`src/rtl/uart_rx_fifo.sv`:
```
`timescale 1ns/1ps
// -----------------------------------------------------------------------------
// uart_rx_fifo
//
// Buffered 8N1 UART receiver (LSB first) with a first-word-fall-through FIFO.
// The line is oversampled at 16x the baud rate. The sample tick comes from a
// fractional phase accumulator, so a non-integer CLKFREQ/(16*BAUD) ratio
// produces jitter of at most one clk per tick and no cumulative rate error.
// Each bit is decided by a majority vote of the samples at phases 7, 8 and 9.
//
// Parameters:
//   CLKFREQ   clk frequency in Hz
//   BAUD      line rate in bits/s; CLKFREQ must be >= 64*BAUD
//   DEPTH     FIFO entries; a power of 2, >= 2
//
// Ports:
//   clk        in   system clock, rising edge
//   reset      in   asynchronous, active-high; clears all state
//   rx         in   serial line, idle high, asynchronous to clk
//   rd         in   pop strobe; ignored while valid=0
//   valid      out  FIFO non-empty
//   data       out  FIFO head byte; 8'h00 while valid=0
//   count      out  FIFO occupancy, 0..DEPTH
//   frame_err  out  sticky: a stop bit was sampled low
//   overrun    out  sticky: a good byte was dropped because the FIFO was full
//   err_clr    in   clears frame_err and overrun (a same-cycle set wins)
// -----------------------------------------------------------------------------
module uart_rx_fifo #(
    parameter int CLKFREQ = 69000000,
    parameter int BAUD    = 921600,
    parameter int DEPTH   = 8
) (
    input  logic                   clk,
    input  logic                   reset,
    input  logic                   rx,
    input  logic                   rd,
    output logic                   valid,
    output logic [7:0]             data,
    output logic [$clog2(DEPTH):0] count,
    output logic                   frame_err,
    output logic                   overrun,
    input  logic                   err_clr
);

    localparam int ACC_W = $clog2(CLKFREQ) + 1;
    localparam int IDX_W = $clog2(DEPTH);
    localparam int PTR_W = IDX_W + 1;

    localparam logic [ACC_W-1:0] ACC_INC = ACC_W'(16 * BAUD);
    localparam logic [ACC_W-1:0] ACC_MOD = ACC_W'(CLKFREQ);
    localparam logic [PTR_W-1:0] FULL_CNT = PTR_W'(DEPTH);

    typedef enum logic [2:0] {
        ST_IDLE  = 3'd0,
        ST_START = 3'd1,
        ST_DATA  = 3'd2,
        ST_STOP  = 3'd3,
        ST_BREAK = 3'd4
    } rx_state_t;

    // 2-of-3 majority vote used to decide each bit.
    function automatic logic maj3(input logic a, input logic b, input logic c);
        return (a & b) | (a & c) | (b & c);
    endfunction

    // ------------------------------------------------------------------
    // Signals
    // ------------------------------------------------------------------
    logic [ACC_W-1:0] acc_r;
    logic [ACC_W-1:0] acc_sum_s;
    logic             tick_r;

    logic             rx_meta_r;
    logic             rx_s;

    rx_state_t        state_r;
    logic [3:0]       ph_r;
    logic [2:0]       idx_r;
    logic             samp7_r;
    logic             samp8_r;
    logic             maj_s;
    logic [7:0]       shift_r;
    logic             push_r;
    logic             fe_set_r;

    logic [7:0]       mem_r [DEPTH];
    logic [PTR_W-1:0] wr_ptr_r;
    logic [PTR_W-1:0] rd_ptr_r;
    logic [PTR_W-1:0] wr_nxt_s;
    logic [PTR_W-1:0] rd_nxt_s;
    logic [PTR_W-1:0] count_cur_s;
    logic [PTR_W-1:0] count_nxt_s;
    logic             full_s;
    logic             pop_s;
    logic             push_ok_s;
    logic             ovr_set_s;
    logic [7:0]       head_nxt_s;

    logic             valid_r;
    logic [7:0]       data_r;
    logic [PTR_W-1:0] count_r;
    logic             frame_err_r;
    logic             overrun_r;

    // ------------------------------------------------------------------
    // Tick generator
    // ------------------------------------------------------------------
    assign acc_sum_s = acc_r + ACC_INC;

    // Fractional accumulator: one tick per 16th of a bit, remainder carried.
    always_ff @(posedge clk or posedge reset) begin
        if (reset) begin
            acc_r  <= '0;
            tick_r <= 1'b0;
        end else if (acc_sum_s >= ACC_MOD) begin
            acc_r  <= acc_sum_s - ACC_MOD;
            tick_r <= 1'b1;
        end else begin
            acc_r  <= acc_sum_s;
            tick_r <= 1'b0;
        end
    end

    // ------------------------------------------------------------------
    // Input synchroniser
    // ------------------------------------------------------------------
    // Two-flop synchroniser; resets to the idle (high) line level.
    always_ff @(posedge clk or posedge reset) begin
        if (reset) begin
            rx_meta_r <= 1'b1;
            rx_s      <= 1'b1;
        end else begin
            rx_meta_r <= rx;
            rx_s      <= rx_meta_r;
        end
    end

    // The phase-9 sample is the live synchronised line; 7 and 8 were stored.
    assign maj_s = maj3(samp7_r, samp8_r, rx_s);

    // ------------------------------------------------------------------
    // Receive FSM
    // ------------------------------------------------------------------
    // Frame FSM: advances on tick only; push/frame-error strobes last one clk.
    always_ff @(posedge clk or posedge reset) begin
        if (reset) begin
            state_r  <= ST_IDLE;
            ph_r     <= 4'd0;
            idx_r    <= 3'd0;
            samp7_r  <= 1'b1;
            samp8_r  <= 1'b1;
            shift_r  <= 8'h00;
            push_r   <= 1'b0;
            fe_set_r <= 1'b0;
        end else begin
            push_r   <= 1'b0;
            fe_set_r <= 1'b0;
            if (tick_r) begin
                if (ph_r == 4'd7) begin
                    samp7_r <= rx_s;
                end
                if (ph_r == 4'd8) begin
                    samp8_r <= rx_s;
                end
                case (state_r)
                    ST_IDLE: begin
                        // The detecting tick counts as phase 0 of the start bit.
                        if (!rx_s) begin
                            ph_r    <= 4'd1;
                            state_r <= ST_START;
                        end else begin
                            ph_r <= 4'd0;
                        end
                    end
                    ST_START: begin
                        ph_r <= ph_r + 4'd1;
                        if ((ph_r == 4'd9) && maj_s) begin
                            state_r <= ST_IDLE;
                        end else if (ph_r == 4'd15) begin
                            idx_r   <= 3'd0;
                            state_r <= ST_DATA;
                        end
                    end
                    ST_DATA: begin
                        ph_r <= ph_r + 4'd1;
                        if (ph_r == 4'd9) begin
                            shift_r <= {maj_s, shift_r[7:1]};
                        end
                        if (ph_r == 4'd15) begin
                            if (idx_r == 3'd7) begin
                                state_r <= ST_STOP;
                            end else begin
                                idx_r <= idx_r + 3'd1;
                            end
                        end
                    end
                    ST_STOP: begin
                        ph_r <= ph_r + 4'd1;
                        // Leave half a bit early so the next start edge is not missed.
                        if (ph_r == 4'd9) begin
                            if (maj_s) begin
                                push_r  <= 1'b1;
                                state_r <= ST_IDLE;
                            end else begin
                                fe_set_r <= 1'b1;
                                state_r  <= ST_BREAK;
                            end
                        end
                    end
                    ST_BREAK: begin
                        // A held-low line must go high before a new frame can start.
                        if (rx_s) begin
                            state_r <= ST_IDLE;
                        end
                    end
                    default: begin
                        state_r <= ST_IDLE;
                    end
                endcase
            end
        end
    end

    // ------------------------------------------------------------------
    // FIFO
    // ------------------------------------------------------------------
    assign count_cur_s = wr_ptr_r - rd_ptr_r;
    assign full_s      = (count_cur_s == FULL_CNT);
    assign pop_s       = rd & valid_r;

    // Next-state pointers and head; a pop frees a slot for a same-cycle push.
    always_comb begin
        push_ok_s  = 1'b0;
        ovr_set_s  = 1'b0;
        head_nxt_s = 8'h00;
        if (push_r) begin
            if (!full_s || pop_s) begin
                push_ok_s = 1'b1;
            end else begin
                ovr_set_s = 1'b1;
            end
        end else begin
            push_ok_s = 1'b0;
        end
        wr_nxt_s    = wr_ptr_r + PTR_W'(push_ok_s);
        rd_nxt_s    = rd_ptr_r + PTR_W'(pop_s);
        count_nxt_s = wr_nxt_s - rd_nxt_s;
        if (count_nxt_s == '0) begin
            head_nxt_s = 8'h00;
        end else if (push_ok_s && (wr_ptr_r[IDX_W-1:0] == rd_nxt_s[IDX_W-1:0])) begin
            // The byte being written is the new head: bypass the memory.
            head_nxt_s = shift_r;
        end else begin
            head_nxt_s = mem_r[rd_nxt_s[IDX_W-1:0]];
        end
    end

    // FIFO storage and pointers.
    always_ff @(posedge clk or posedge reset) begin
        if (reset) begin
            wr_ptr_r <= '0;
            rd_ptr_r <= '0;
            for (int i = 0; i < DEPTH; i++) begin
                mem_r[i] <= 8'h00;
            end
        end else begin
            if (push_ok_s) begin
                mem_r[wr_ptr_r[IDX_W-1:0]] <= shift_r;
            end
            wr_ptr_r <= wr_nxt_s;
            rd_ptr_r <= rd_nxt_s;
        end
    end

    // Registered host-side view of the FIFO head and occupancy.
    always_ff @(posedge clk or posedge reset) begin
        if (reset) begin
            valid_r <= 1'b0;
            data_r  <= 8'h00;
            count_r <= '0;
        end else begin
            valid_r <= (count_nxt_s != '0);
            data_r  <= head_nxt_s;
            count_r <= count_nxt_s;
        end
    end

    // ------------------------------------------------------------------
    // Sticky error flags
    // ------------------------------------------------------------------
    // A set event takes priority over a coincident err_clr.
    always_ff @(posedge clk or posedge reset) begin
        if (reset) begin
            frame_err_r <= 1'b0;
            overrun_r   <= 1'b0;
        end else begin
            if (fe_set_r) begin
                frame_err_r <= 1'b1;
            end else if (err_clr) begin
                frame_err_r <= 1'b0;
            end
            if (ovr_set_s) begin
                overrun_r <= 1'b1;
            end else if (err_clr) begin
                overrun_r <= 1'b0;
            end
        end
    end

    assign valid     = valid_r;
    assign data      = data_r;
    assign count     = count_r;
    assign frame_err = frame_err_r;
    assign overrun   = overrun_r;

endmodule
```
`config.mk`:
```
export PLATFORM = sky130hd
export DESIGN_NAME = uart_rx_fifo
export DESIGN_NICKNAME = d
export VERILOG_FILES = /design/src/rtl/uart_rx_fifo.sv
export SDC_FILE = /design/constraint.sdc
export NUM_CORES = 1
export LEC_CHECK = 0
export CAP_MARGIN = 20
export CELL_PAD_IN_SITES_DETAIL_PLACEMENT = 1
export CELL_PAD_IN_SITES_GLOBAL_PLACEMENT = 1
export CORE_MARGIN = 2
export CORE_UTILIZATION = 48
export CTS_BUF_LIST = sky130_fd_sc_hd__clkbuf_4
export DETAILED_ROUTE_END_ITERATION = 12
export PLACE_DENSITY = 0.84
export SLEW_MARGIN = 10
export SYNTH_ARGS = -nofsm -noshare
export SYNTH_HDL_FRONTEND = slang
export SYNTH_SLANG_ARGS = --single-unit
```
`constraint.sdc`:
```
create_clock -name clk -period 5.09 [get_ports clk]
set_clock_uncertainty 0.05 [all_clocks]
set_input_delay 1.2725 -clock clk [delete_from_list [all_inputs] [get_ports clk]]
set_output_delay 1.2725 -clock clk [all_outputs]
set_load 0.02 [all_outputs]
```
==> parameters.txt <==
Parameter                              Value

Run status
  Result of the run ... finished clean

Clocking
  Number of levels in the clock H-tree ... 4
  Clock Tree Root ... sky130_fd_sc_hd__clkbuf_4
  Worst-skew pair later-pin latency ... 0.55 ns
  Maximum buffer depth of the clock tree ... 2
  Number of hold buffers added after cts ... 0
  Clock tree from TritonCTS ... yes
  Clock transition at path regs ... around 0.11 ns
  Post-CTS Resized ... 0
  CTS sink cnt ... 134
  Number of CTS-inserted buffers ... 17
  Post-CTS setup-driven buffer insertion count ... 0

STA
  Final number of setup-violating endpoints ... 0
  Post-layout minimum cycle time ... 4.126 ns
  Worst relative slew slack ... 42.68%
  Final worst-path cycle share ... roughly 80%
  Min Hold Slack ... 0.3140 ns
  Final Max Tran Viols ... 0
  Slew at the pin closest to its max-slew limit ... 0.8566 ns
  Setup TNS ... 0 ns
  Post-route setup slack ... just under 1 ns
  Count of final hold-check violations ... 0
  Maximum achievable frequency ... around 240 MHz
  Setup repair after global routing missed its margin ... false

Synthesis
  Commonest cells in the netlist ... sky130_fd_sc_hd__dfrtp_1, sky130_fd_sc_hd__mux2_2, sky130_fd_sc_hd__nand2_1
  Cell taking the most area after synthesis ... sky130_fd_sc_hd__dfrtp_1
  Post-synthesis sequential element count ... 134
  Most used flip-flop cell after synthesis ... sky130_fd_sc_hd__dfrtp_1
  Number of enable flip-flop cells after synthesis ... 0
  Top area cells in the synthesized netlist ... sky130_fd_sc_hd__dfrtp_1, sky130_fd_sc_hd__mux2_2, sky130_fd_sc_hd__mux4_2
  Synthesized instance count ... 539
  Avg Synthesized Cell Area ... 12.35 um^2
  Most common cell in the netlist ... sky130_fd_sc_hd__dfrtp_1
  Fraction of synthesis flops using an asynchronous set or reset pin ... 100.0%
  Portion of synthesized cell area occupied by the leading cell type ... 48.86%
  Count of cell types in the netlist ... 67
  Mapped Area ... 0.006658 mm^2
  Synthesis Warnings ... 0
  Net count after synthesis ... 564
  Share of synthesized area occupied by flip-flops and latches ... 50.44%

Global route
  M3 GR Usage ... 5.524%
  Met1 track demand over resource ... 25.98%
  Wire length of the first global-routing pass ... 23690 um
  Pin count of the biggest net entering global routing ... 96
  Total Routing Usage GR ... 20.94%
  Overflow left after global routing ... 0
  Number of antenna violations at the first check in global routing ... 0
  GRT busiest layer ... met2
  Number of global-route vias before repair ... 4679
  Met2 Use GR ... 35.86%

Finish
  Area of the multi-input gates ... 0.003085 mm^2
  Synth-to-layout area growth ... 9.021%
  Antenna diode instance count ... 0
  Number of nets in the finished design ... 583
  Count of placed standard cells in the final layout, fillers left out ... ~750
  Share of cells above drive strength 1 ... a little over a quarter
  Area taken by flip-flops and latches ... 0.003358 mm^2
  FILL cells ... 1433

Placed design
  Final HPWL DP ... 9510 um
  Routability cong. ... 0.8153
  # port buffers ... 19
  Placed cells ... 719
  Setup Slack @ Placement ... about 0.41 ns

Routing
  Detail-routed via count per cell ... 5.638
  First-pass DRT Iterations ... 4
  Detailed Route Iter0 Violations ... 220
  Total number of vias ... roughly 4200
  Number of nets with antenna violations after routing ... 0
  Mean routed wirelength per cell ... 18.10 um
  Final routed DRC violation total ... 0
  Drt total wl ... 13540 um

Worst setup path
  Endpoint of the worst-slack reg-to-reg timing path ... data[4]
  Setup CP Type ... reg2reg
  Depth of the worst register-to-register path ... 16
  Critical Path AT ... 4.47 ns
  Start of the worst register-to-register path ... wr_ptr_r[1]
  Minimum setup slack among reg-to-reg paths ... 0.96 ns
  Data required time at the worst endpoint ... roughly 5.4 ns
  Critical path endpoint category ... flip-flop
  Worst-path maximum fanout ... 11
  Crit start category ... flip-flop

Hold path
  Class of the tightest hold or removal check ... reg2reg
  Cell depth of the worst hold path ... 0
  End point of the worst hold path ... rx_s
  Startpoint of the worst hold path ... rx_meta_r

Floorplanning
  Ports placed on the boundary ... 20
  Full die area ... around 0.015 mm^2
  # rows ... 43
  Floorplan die width ... 121.8 um
  Starting Density ... about half
  Floorplan core area ... 0.01372 mm^2
  Vertical die dimension ... ~120 um

Flow run
  Max-cap violation count ... 0

Power
  Total power ... between 2 and 2.5 mW
  Static Leak ... 3.391 nW
  Cell area power density ... roughly 340 mW/mm^2
  Worst voltage drop across the vdd grid ... roughly 0.00016 V
==> flip-flops by register name, summed over array words and instances (netlist names), 4 cells and up <==
name,cells
mem_r,64
wr_ptr_r,4
shift_r,8
acc_r,22
ph_r,4
data,8
count,4
rd_ptr_r,4
==> placed cells by master, fill, tap and decap left out, types with 3 or more instances in the layout <==
cell type and instances:
sky130_fd_sc_hd__dfrtp_1 130, sky130_fd_sc_hd__mux2_2 75, sky130_fd_sc_hd__nand2_1 34, sky130_fd_sc_hd__nor2_1 30, sky130_fd_sc_hd__inv_1 25, sky130_fd_sc_hd__xnor2_1 22, sky130_fd_sc_hd__clkbuf_4 22, sky130_fd_sc_hd__o21ai_0 20
sky130_fd_sc_hd__ha_1 19, sky130_fd_sc_hd__clkdlybuf4s50_1 19, sky130_fd_sc_hd__mux4_2 16, sky130_fd_sc_hd__xor2_1 12, sky130_fd_sc_hd__nand3_1 11, sky130_fd_sc_hd__mux2i_1 10, sky130_fd_sc_hd__a21oi_1 9, sky130_fd_sc_hd__a211oi_1 9
sky130_fd_sc_hd__nand4_1 8, sky130_fd_sc_hd__o211ai_1 6, sky130_fd_sc_hd__buf_4 6, sky130_fd_sc_hd__a31oi_1 5, sky130_fd_sc_hd__and2_1 4, sky130_fd_sc_hd__nor3_1 4, sky130_fd_sc_hd__a21o_1 4, sky130_fd_sc_hd__dfstp_2 4
sky130_fd_sc_hd__nor2b_1 3, sky130_fd_sc_hd__nand4b_1 3, sky130_fd_sc_hd__and3_1 3, sky130_fd_sc_hd__nand2b_1 3, sky130_fd_sc_hd__o21ai_2 3, sky130_fd_sc_hd__clkinv_2 3
==> final cells by class <==
cell class | instances | share of cell area [%]
clock inverters | 7 | 1.138
multi-input cells | 353 | 42.51
inverters | 27 | 1.465
repair buffers | 25 | 3.241
flip-flops and latches | 134 | 46.27
clock buffers | 22 | 2.275
well taps | 180 | 3.103
==> cell families (layout without fill, tap and decap cells) <==
logic type | after synthesis | in the layout | share of synthesized area (%)
compound gates | 73 | 73 | 8.044
xor+xnor | 35 | 35 | 4.717
fa+ha+maj | 21 | 21 | 4.022
buf+inv | 52 | 81 | 3.213
flops | 134 | 134 | 50.44
mux | 102 | 102 | 19.77
simple gates | 122 | 122 | 9.792
==> layer usage <==
metal / up-vias / wire (um)
li1: 1953 / -
met1: 2198 / 5966
met2: 50 / 6922
met3: 16 / 439
met4: 0 / 212
met5: - / 0
==> per-stage QoR <==
step                utilization (%)  cell area (um^2)
floorplan                         -              6658
global placement              51.10              7010
detailed placement            51.10              7010
CTS                           52.90              7258
global route                  52.90              7258
finish                        52.90              7258
==> critical path: stages (launching register included) <==
cell and delay [ns]:
sky130_fd_sc_hd__dfrtp_1 0.64, sky130_fd_sc_hd__ha_1 0.32, sky130_fd_sc_hd__nor2b_1 0.14, sky130_fd_sc_hd__o21a_1 0.17, sky130_fd_sc_hd__or3_1 0.41, sky130_fd_sc_hd__a31oi_4 0.27, sky130_fd_sc_hd__ha_1 0.23, sky130_fd_sc_hd__ha_1 0.27
sky130_fd_sc_hd__ha_1 0.31, sky130_fd_sc_hd__a21o_1 0.18, sky130_fd_sc_hd__a21oi_1 0.17, sky130_fd_sc_hd__xnor2_1 0.15, sky130_fd_sc_hd__xor2_1 0.17, sky130_fd_sc_hd__inv_1 0.08, sky130_fd_sc_hd__nor4_2 0.14, sky130_fd_sc_hd__buf_4 0.20
sky130_fd_sc_hd__a211oi_1 0.06
==> power by group <==
part	switching (mW)	internal, mW
sequential	0.0632	1.13
combinational	0.370	0.274
clock	0.360	0.305
==> worst max path at each step <==
stage | start | to | slack, ns
floorplan | reset | acc_r[10] | 0.19
global placement | rd | data[1] | 0.57
detailed placement | rd | data[5] | 0.41
CTS | wr_ptr_r[1] | data[4] | 0.94
global route | wr_ptr_r[1] | data[6] | 0.72
finish | wr_ptr_r[1] | data[4] | 0.96
Power figures use the tool's default switching activity.
